===== config.mk =====
export PLATFORM = sky130hd
export DESIGN_NAME = down_counter_nb
export DESIGN_NICKNAME = d
export VERILOG_FILES = /design/src/rtl/down_counter_nb.sv
export SDC_FILE = /design/constraint.sdc
export NUM_CORES = 1
export LEC_CHECK = 0
export CAP_MARGIN = 20
export CORE_MARGIN = 8
export CORE_UTILIZATION = 44
export DETAILED_ROUTE_END_ITERATION = 10
export PLACE_DENSITY_LB_ADDON = 0.08
export SLEW_MARGIN = 20
export SYNTH_ARGS = -nofsm -noshare
export SYNTH_HDL_FRONTEND = slang
export SYNTH_SLANG_ARGS = --single-unit

===== constraint.sdc =====
create_clock -name clk -period 4.75 [get_ports clk]
set_input_delay 0.95 -clock clk [delete_from_list [all_inputs] [get_ports clk]]
set_output_delay 0.95 -clock clk [all_outputs]
set_load 0.01 [all_outputs]

===== src/rtl/down_counter_nb.sv =====
// rtl/down_counter_nb.sv - parametrised loadable down-counter with wrap, saturate or auto-reload underflow
// Registered count/reload/borrow/uflow; zero is decoded from the count register only.
module down_counter_nb #(
  parameter int              WIDTH     = 8,
  parameter int              STEP_W    = 4,
  parameter int              MODE      = 0,
  parameter logic [WIDTH-1:0] RESET_VAL = '0
) (
  input  logic              clk,
  input  logic              rst,
  input  logic              load,
  input  logic [WIDTH-1:0]  load_val,
  input  logic              en,
  input  logic [STEP_W-1:0] step,
  output logic [WIDTH-1:0]  count,
  output logic              zero,
  output logic              borrow,
  output logic              uflow
);

  // Unknown modes fall back to modular wrap.
  localparam int EFF_MODE = ((MODE == 1) || (MODE == 2)) ? MODE : 0;

  logic [WIDTH-1:0] count_q, count_d;
  logic [WIDTH-1:0] reload_q, reload_d;
  logic             borrow_q, borrow_d;
  logic             uflow_q, uflow_d;
  logic [WIDTH:0]   diff;

  // The extra MSB of the widened subtract is the underflow indicator.
  always_comb begin
    diff = {1'b0, count_q} - {{(WIDTH + 1 - STEP_W){1'b0}}, step};
  end

  always_comb begin
    count_d  = count_q;
    reload_d = reload_q;
    borrow_d = 1'b0;
    uflow_d  = uflow_q;
    if (load) begin
      count_d  = load_val;
      reload_d = load_val;
      uflow_d  = 1'b0;
    end else if (en) begin
      if (diff[WIDTH]) begin
        borrow_d = 1'b1;
        uflow_d  = 1'b1;
        if (EFF_MODE == 1) begin
          count_d = '0;
        end else if (EFF_MODE == 2) begin
          count_d = reload_q;
        end else begin
          count_d = diff[WIDTH-1:0];
        end
      end else begin
        count_d = diff[WIDTH-1:0];
      end
    end
  end

  always_ff @(posedge clk or posedge rst) begin
    if (rst) begin
      count_q  <= RESET_VAL;
      reload_q <= RESET_VAL;
      borrow_q <= 1'b0;
      uflow_q  <= 1'b0;
    end else begin
      count_q  <= count_d;
      reload_q <= reload_d;
      borrow_q <= borrow_d;
      uflow_q  <= uflow_d;
    end
  end

  assign count  = count_q;
  assign zero   = (count_q == '0);
  assign borrow = borrow_q;
  assign uflow  = uflow_q;

  a_step_fits: assert property (@(posedge clk) STEP_W <= WIDTH);

endmodule


==> results of run 1 <==
==> stage by stage <==
step	hold WS, ps	utilization (%)	area (sq um)	setup WS, ps	total power [W]
after floorplan	528	-	638	2340	0.000162
after global placement	480	68.5	913	1820	0.000206
after detailed placement	492	68.5	913	1780	0.000209
after CTS	508	71.2	950	1860	0.000286
after global routing	527	71.2	950	1830	0.000302
final	507	71.2	950	1870	0.000284
==> sequential cells by signal, indices dropped and copies added, names as in the netlist <==
name,flops
uflow,1
count,8
borrow,1
==> final timing paths <==
check / startpoint / end / slack (ps) / cells past startpoint
hold / removal: uflow / uflow / 510 / 2
setup reg to reg: count[0] / count[6] / 2710 / 8
setup / recovery: count[3] / zero / 1870 / 3
max in group asynchronous: rst / count[6] / 3520 / 2
hold reg to reg: uflow / uflow / 510 / 2
min in group asynchronous: rst / count[4] / 950 / 2
==> worst register-to-register path, delay by kind of cell, from the launching register on <==
kind / cells / cell delay, ps
flip-flops: 1 / 410
XOR/XNOR: 1 / 160
AO/OA/AOI/OAI: 3 / 650
buffers and inverters: 2 / 140
adder cells (fa/ha/maj): 2 / 550
==> layout by cell type, fill, tap and decap left out, types with 4 or more instances in the layout <==
cell type	count
clkdlybuf4s50_1	26
dfrtp_1	10
nor2_1	7
inv_1	7
o21ai_0	6
nand2_1	6
a21oi_1	5
ha_1	4
==> layout make-up <==
cell class                 count  area (sq um)
tap                           15          18.8
timing repair buffer          26           260
sequential                    10           250
fill                         107           384
clock buffer                   4          36.3
multi-input combinational     52           358
inverter                       7          26.3
==> kinds of logic after synthesis <==
logic type / count (synthesis) / share of synthesized area, %
fa+ha+maj: 5 / 11.0
mux: 2 / 3.33
xor+xnor: 3 / 4.12
buf+inv: 8 / 4.71
simple gates: 23 / 19.6
compound gates: 19 / 18.0
flops: 10 / 39.2
==> power by group through the flow <==
stage          logic (W)  registers (W)  clock network [W]
2_1_floorplan  0.0000500       0.000112                  0
3_3_place_gp   0.0000972       0.000109                  0
3_5_place_dp   0.0000995       0.000109                  0
4_1_cts        0.0000999       0.000108          0.0000787
5_1_grt         0.000111       0.000109          0.0000826
6_report       0.0000989       0.000107          0.0000778
==> layer usage <==
metal | GRT usage (%) | vias up | wire (microns)
met3 | 4.68 | 4 | 128
met1 | 14.2 | 265 | 731
met5 | 0 | - | 0
met2 | 19.5 | 18 | 665
li1 | - | 307 | -
met4 | 4.92 | 0 | 27
==> flow_summary.toml, run 1 <==
[outcome]
run_status = "finished clean"

[die]
coreArea_sq_um = 1330
chipHeight_microns = 54.1
start_util_pct = 47.8
die_width_microns = 54.1
dieArea_sq_um = 2920
num_rows = 13
io_pins = 27

[power_and_ir_drop]
internal-power_w = 0.000197
power.leakage_nw = 0.411
p_seq_share_pct = 37.8
combPwrFrac_pct = 34.8
netSwitchingPower_w = 0.0000874
power.density_nw_per_um2 = 299
clock_power_share_pct = 27.4
ir_drop_v = 0.000230
switching_fraction_pct = 30.8

[sta]
drv_slew = 0
layout_worst_path_cycle_share_pct = 60.7
skew_ps = 2.33
finalWorstPathRequiredPeriod_ps = 2880
timing.fmax_ghz = 0.347
unrepaired_setup_endpoints_after_global_routing = "false"
tightest_slew_ps = 472
hold_viol = 0
max-slew-margin-rel_pct = 68.4
setup_violations = 0
finalSetupTns_ps = 0

[global_routing]
grt_overflow = 0
grtUsageTotal_pct = 12.1
first_global_vias = 622
grt_first_pass_wirelength_microns = 2680
grt_antenna_before_repair = 0
grt_max_degree = 16

[synthesis]
synth_seq_cells = 10
most_frequent_cells_after_synthesis = "10 x dfrtp_1, 7 x inv_1, 7 x nor2_1"
yosysTopAreaCellShare_pct = 39.2
synth_warnings = 0
seq_area_frac_synth_pct = 39.2
synth-edff-count = 0
syn_nets = 91
syn_inst = 70
synth_area_sq_um = 638
synth.area.top_cells = "dfrtp_1 39%, ha_1 7.8%, o21ai_0 4.7%, inv_1 4.1%, nor2_1 4.1%"
postSynth.asyncResetShare_pct = 100
ys.flop_type = "dfrtp_1"
netlist-cell-type-count = 25
synth_area_leader_cell = "dfrtp_1"
synthesized_area_divided_by_synthesized_cell_count_sq_um = 9.12
synth.most_common_cell = "dfrtp_1"

[worst_setup_path]
cell_chain_critical_path = "or4_1 > nor3_1 > clkdlybuf4s50_1"
crit_path_end_kind = "output pin"
worst-endpoint-arrival_ps = 1930
worstSetupStartpointType = "flip-flop"
critical_path_peak_fanout = 4
path_buf_inv = 1
critPathKind = "reg -> out"
top_delay_family_on_crit_path = "simple AND/OR/NAND/NOR gates"
timing.critical_path.slowest_cell_delay_ps = 560
critical_path.slowest_cell = "clkdlybuf4s50_1"
cp.required_ps = 3800

[final_layout]
area.growth.synth_to_final_pct = 48.8
final_cell_count_no_fill = 114
layout.nets = 121
drive_above_1_share_pct = 9.09
antenna_cells_inserted = 0

[detailed_routing]
firstDrtPassIters = 4
final_wl_microns = 1550
wl_per_cell_microns = 13.6
detail_route.drc_violations = 0
routed_vias = 594
avgViaCountPerCell = 5.21
route.antenna.remaining_nets = 0
drt-initial-drc-count = 5

[cts]
cts-buffers-inserted = 3
ctsLongestPathBuffers = 2
htree_num_levels = 1
count_of_instances_resized_after_the_clock_tree_is_built = 0
clk_transition_reported_paths_ps = 70
clock_tree_root_buffer_cell = "clkbuf_4"
clkLatencyLatePin_ps = 270
tritoncts = "done"
cts.repair_timing.setup_buffer_count = 0
clkSinkCount = 10
cts.hold.buffers_added = 0

[hold_path]
hp-class = "reg -> reg"

[place]
routability_driven_placement_congestion_ratio = 0.730
dp.final_hpwl_microns = 1250
numPortBuffers = 26
dp_cells = 110

[run]
timing.max_cap.violations = 0
Note: power is estimated with default switching activity, not from simulation.
==> run 2, diff against run 1 <==
CORE_UTILIZATION = 41   (was 44)
clock period = 3 ns   (was 4.75 ns; I/O delays follow)
==> run 2 against run 1 <==
Effect of this change: clock power increased by 21%; clock-buffer cell count decreased by 1; largest cell class unchanged; largest power group unchanged; register-to-register slack got worse by 1800 ps; critical path type unchanged; routed wire length increased by 5.9%; final area decreased by 1.3%; utilization decreased by 8.3 points; hold slack improved by 6.9 ps; critical endpoint unchanged; sequential power increased by 61%; cell count unchanged.
==> flow_summary.toml, run 2 (same netlist as run 1, synthesis figures left out) <==
[die]
io_pins = 27
dieArea_sq_um = 3070
die_width_microns = 55.5
start_util_pct = 42.9
coreArea_sq_um = 1490
num_rows = 14
chipHeight_microns = 55.5

[global_routing]
grt_overflow = 0
grt_antenna_before_repair = 0
grt_max_degree = 16
grtUsageTotal_pct = 11.4
first_global_vias = 638
grt_first_pass_wirelength_microns = 2930

[sta]
skew_ps = 5.65
finalWorstPathRequiredPeriod_ps = 2520
layout_worst_path_cycle_share_pct = 83.9
tightest_slew_ps = 460
max-slew-margin-rel_pct = 69.2
drv_slew = 0
setup_violations = 0
timing.fmax_ghz = 0.397
finalSetupTns_ps = 0
unrepaired_setup_endpoints_after_global_routing = "false"
hold_viol = 0
holdWs_ps = 514

[worst_setup_path]
cp.required_ps = 2400
worstSetupPathDepth = 3
worstSetupStartpointType = "flip-flop"
timing.critical_path.slowest_cell_delay_ps = 560
worst-endpoint-arrival_ps = 1920
crit_path_end_kind = "output pin"
critical_path_peak_fanout = 4
critical_path.slowest_cell = "clkdlybuf4s50_1"
path_buf_inv = 1
critPathKind = "reg -> out"
cell_chain_critical_path = "or4_1 > nor3_1 > clkdlybuf4s50_1"
top_delay_family_on_crit_path = "simple AND/OR/NAND/NOR gates"
ff2ff_path_depth = 8

[final_layout]
finalCoreUtilization_pct = 62.9
layout_common_cells = "26 x clkdlybuf4s50_1, 10 x dfrtp_1, 7 x nor2_1, 7 x inv_1"
layout.nets = 121
area.growth.synth_to_final_pct = 46.9
final_area_sq_um = 937
fillerInstances = 135
largest_register_ffs = 8
layout_commonest_cell = "clkdlybuf4s50_1"
drive_above_1_share_pct = 8.16
final_cell_count_no_fill = 114
antenna_cells_inserted = 0

[detailed_routing]
routed_vias = 618
drt-met1-wl_microns = 690
wl_per_cell_microns = 14.4
avgViaCountPerCell = 5.42
firstDrtPassIters = 4
drt-initial-drc-count = 19
final_wl_microns = 1640
route.antenna.remaining_nets = 0
top_layer_used = "met4"
met3_length_microns = 162
route.met2.wl_microns = 755
detail_route.drc_violations = 0

[outcome]
run_status = "finished clean"

[cts]
clkSinkCount = 10
cts-buffers-inserted = 3
clock_tree_root_buffer_cell = "clkbuf_4"
tritoncts = "done"
ctsLongestPathBuffers = 2
htree_num_levels = 1
clk_transition_reported_paths_ps = 70
clkLatencyLatePin_ps = 270
cts.hold.buffers_added = 0
cts.repair_timing.setup_buffer_count = 0
count_of_instances_resized_after_the_clock_tree_is_built = 0

[run]
timing.max_cap.violations = 0

[hold_path]
hp-class = "reg -> reg"
worstHoldPathCells = 2

[power_and_ir_drop]
power.leakage_nw = 0.404
ir_drop_v = 0.000251
power.density_nw_per_um2 = 452

[place]
post_dp_cell_area_sq_um = 915
numPortBuffers = 26
routability_driven_placement_congestion_ratio = 0.842
dp_cells = 111
dp.final_hpwl_microns = 1330
[run 2: changes by cell type in the layout (fill, tap and decap cells not counted), sizes merged]
| cell | previous run | this run |
|---|---|---|
| clkbuf | 4 | 3 |
[run 2: layout make-up]
cell class                 count  area [sq um]  share of cell area (%)
multi-input combinational     52           358                    38.2
timing repair buffer          26           260                    27.8
sequential                    10           250                    26.7
inverter                       7          26.3                    2.80
clock buffer                   3          22.5                    2.40
tap                           16          20.0                    2.14
[run 2: worst reg2reg max path: stages (launching register included)]
cell and delay (ps):
dfrtp_1 410, inv_1 80, ha_1 150, inv_1 50, fa_1 400, a21o_1 200, a2111oi_2 380, xnor2_1 170
o21ai_1 70
[run 2: path summary, 6_finish.rpt]
path                            end  slack [ps]     start
min in group asynchronous  count[0]         610       rst
max in group asynchronous  count[5]        2100       rst
hold reg to reg               uflow         510     uflow
hold / removal                uflow         510     uflow
setup / recovery               zero         480  count[3]
setup reg to reg           count[6]         960  count[0]
[run 2: routing by layer]
layer  vias to the layer above  global-route usage (%)
met3                         5                    4.34
met4                         0                    5.28
li1                        304                       -
met2                        25                    19.2
met1                       284                    12.2
met5                         -                       0
[run 2: report_power, final]
part | leakage [nW] | total [W] | switching [W] | internal [W]
Clock | 0.0138 | 0.0000940 | 0.0000476 | 0.0000464
Sequential | 0.123 | 0.000172 | 0.0000209 | 0.000151
Combinational | 0.268 | 0.000158 | 0.0000706 | 0.0000875
Total | 0.404 | 0.000424 | 0.000139 | 0.000284
[run 2: metrics by stage]
stage,power (W),setup slack [ps]
5_1_grt,0.000455,329
6_report,0.000424,482
2_1_floorplan,0.000256,936
3_3_place_gp,0.000328,419
4_1_cts,0.000429,462
3_5_place_dp,0.000333,341
==> run 3, diff against run 2 <==
CORE_UTILIZATION = 37   (was 41)
clock period = 2.15 ns   (was 3 ns; I/O delays follow)
==> run 3 against run 2 <==
Effect of this change: sequential cell count unchanged; largest cell class unchanged; register-to-register slack worse by 740 ps; highest routed layer unchanged; final area up 12%; first-iteration DRC count down 32%; via count up 1.5%; clock-buffer cell count up 1; sequential power up 32%; routed wire length up 3.2%; utilization down 0.095 points.
==> flow_summary.toml, run 3 (same netlist as run 1, synthesis figures left out) <==
[worst_setup_path]
timing.critical_path.slowest_cell_delay_ps = 510
crit_path_end_kind = "flip-flop"
worst-endpoint-arrival_ps = 2260
cp.required_ps = 2340
worst_setup_path_startpoint = "step[1]"
r2r_start = "count[0]"
rr_endpoint = "count[6]"
worstSetupEndpoint = "count[7]"
critical_path_peak_fanout = 4
cell_chain_critical_path = "clkdlybuf4s50_1 > inv_1 > buf_4 > ha_1 > nand2b_1 > a21oi_1 > or4_1 > a31oi_1"
ff2ff_path_depth = 8
worstSetupStartpointType = "input pin"
critPathKind = "in -> reg"
critical_path.slowest_cell = "or4_1"
reg2reg_setup_slack_ps = 220

[cts]
cts-buffers-inserted = 3
clkLatencyLatePin_ps = 270
clock_tree_root_buffer_cell = "clkbuf_4"
clkSinkCount = 10
htree_num_levels = 1
clk_transition_reported_paths_ps = 80
tritoncts = "done"
ctsLongestPathBuffers = 2
cts.repair_timing.setup_buffer_count = 0

[detailed_routing]
firstDrtPassIters = 4
met3_length_microns = 131
final_wl_microns = 1700
drt-initial-drc-count = 13
route.met2.wl_microns = 747
avgViaCountPerCell = 4.94
routed_vias = 627
wl_per_cell_microns = 13.4
drt-met1-wl_microns = 803
detail_route.drc_violations = 0
route.antenna.remaining_nets = 0
top_layer_used = "met4"

[final_layout]
antenna_cells_inserted = 0
layout.nets = 132
fillerInstances = 144
drive_above_1_share_pct = 19.1
largest_register_ffs = 8
layout_commonest_cell = "clkdlybuf4s50_1"
area.growth.synth_to_final_pct = 64.5
layout_common_cells = "25 x clkdlybuf4s50_1, 11 x buf_4, 10 x dfrtp_1, 7 x nor2_1, 7 x inv_1"
final_area_sq_um = 1050

[die]
dieArea_sq_um = 3310
start_util_pct = 38.2
die_width_microns = 57.5
num_rows = 15
coreArea_sq_um = 1670
chipHeight_microns = 57.5
io_pins = 27

[sta]
max-slew-margin-rel_pct = 71.6
setup_violations = 0
hold_viol = 0
drv_slew = 0
skew_ps = 0.437
timing.fmax_ghz = 0.483
finalWorstPathRequiredPeriod_ps = 2070
finalSetupTns_ps = 0
unrepaired_setup_endpoints_after_global_routing = "true"
tightest_slew_ps = 426
layout_worst_path_cycle_share_pct = 96.3
holdWs_ps = 447

[place]
numPortBuffers = 26
post_dp_cell_area_sq_um = 998
dp.final_hpwl_microns = 1340
routability_driven_placement_congestion_ratio = 0.865

[global_routing]
grtUsageTotal_pct = 11.3
grt_antenna_before_repair = 0
grt_overflow = 0
grt_first_pass_wirelength_microns = 2940
grt_max_degree = 15
first_global_vias = 654

[run]
timing.max_cap.violations = 0

[power_and_ir_drop]
power.density_nw_per_um2 = 652
power.leakage_nw = 0.466
total_power_w = 0.000684
ir_drop_v = 0.000291

[hold_path]
hp-class = "in -> async"

[outcome]
run_status = "finished clean"
-- run 3: power breakdown --
part | switching, W | internal [W]
clock network | 0.0000750 | 0.000103
logic | 0.000122 | 0.000157
registers | 0.0000171 | 0.000210
total | 0.000214 | 0.000470
-- run 3: worst min-delay path by stage --
stage,endpoint,start,depth (start not counted),slack (ps)
floorplan,borrow,rst,1,270
CTS,count[6],rst,2,460
global placement,uflow,uflow,2,480
detailed placement,uflow,uflow,2,500
finish,uflow,rst,2,450
global route,uflow,rst,2,490
-- run 3: final cells by class --
type	instances	area [sq um]	area share (%)
inverters	7	26.3	2.50
repair buffers	37	343	32.7
flip-flops and latches	10	250	23.8
multi-input cells	52	373	35.5
clock buffers	4	36.3	3.46
well taps	17	21.3	2.03
-- run 3: critical path, delay by kind of cell --
| kind | cells | cell delay (ps) |
|---|---|---|
| buf+inv | 3 | 660 |
| fa+ha+maj | 1 | 280 |
| compound gates | 2 | 290 |
| simple gates | 2 | 610 |
-- run 3: timing repair --
item	in CTS	in global routing
resized for setup	1	3
hold buffers	0	0
pin swaps	0	1
cloned	0	0
setup endpoints to repair	1	5
-- run 3: metal layers --
layer	vias up	track usage, %
met5	-	0
met4	0	6.43
met3	2	3.59
met2	19	17.4
met1	278	13.5
li1	328	-
-- run 3: per-stage QoR --
step,std cells,util [%],setup slack [ps]
2_1_floorplan,70,-,203
3_3_place_gp,123,59.8,-249
3_5_place_dp,123,59.8,-275
4_1_cts,127,61.9,6.58
5_1_grt,127,62.8,-27.0
6_report,127,62.8,79.2
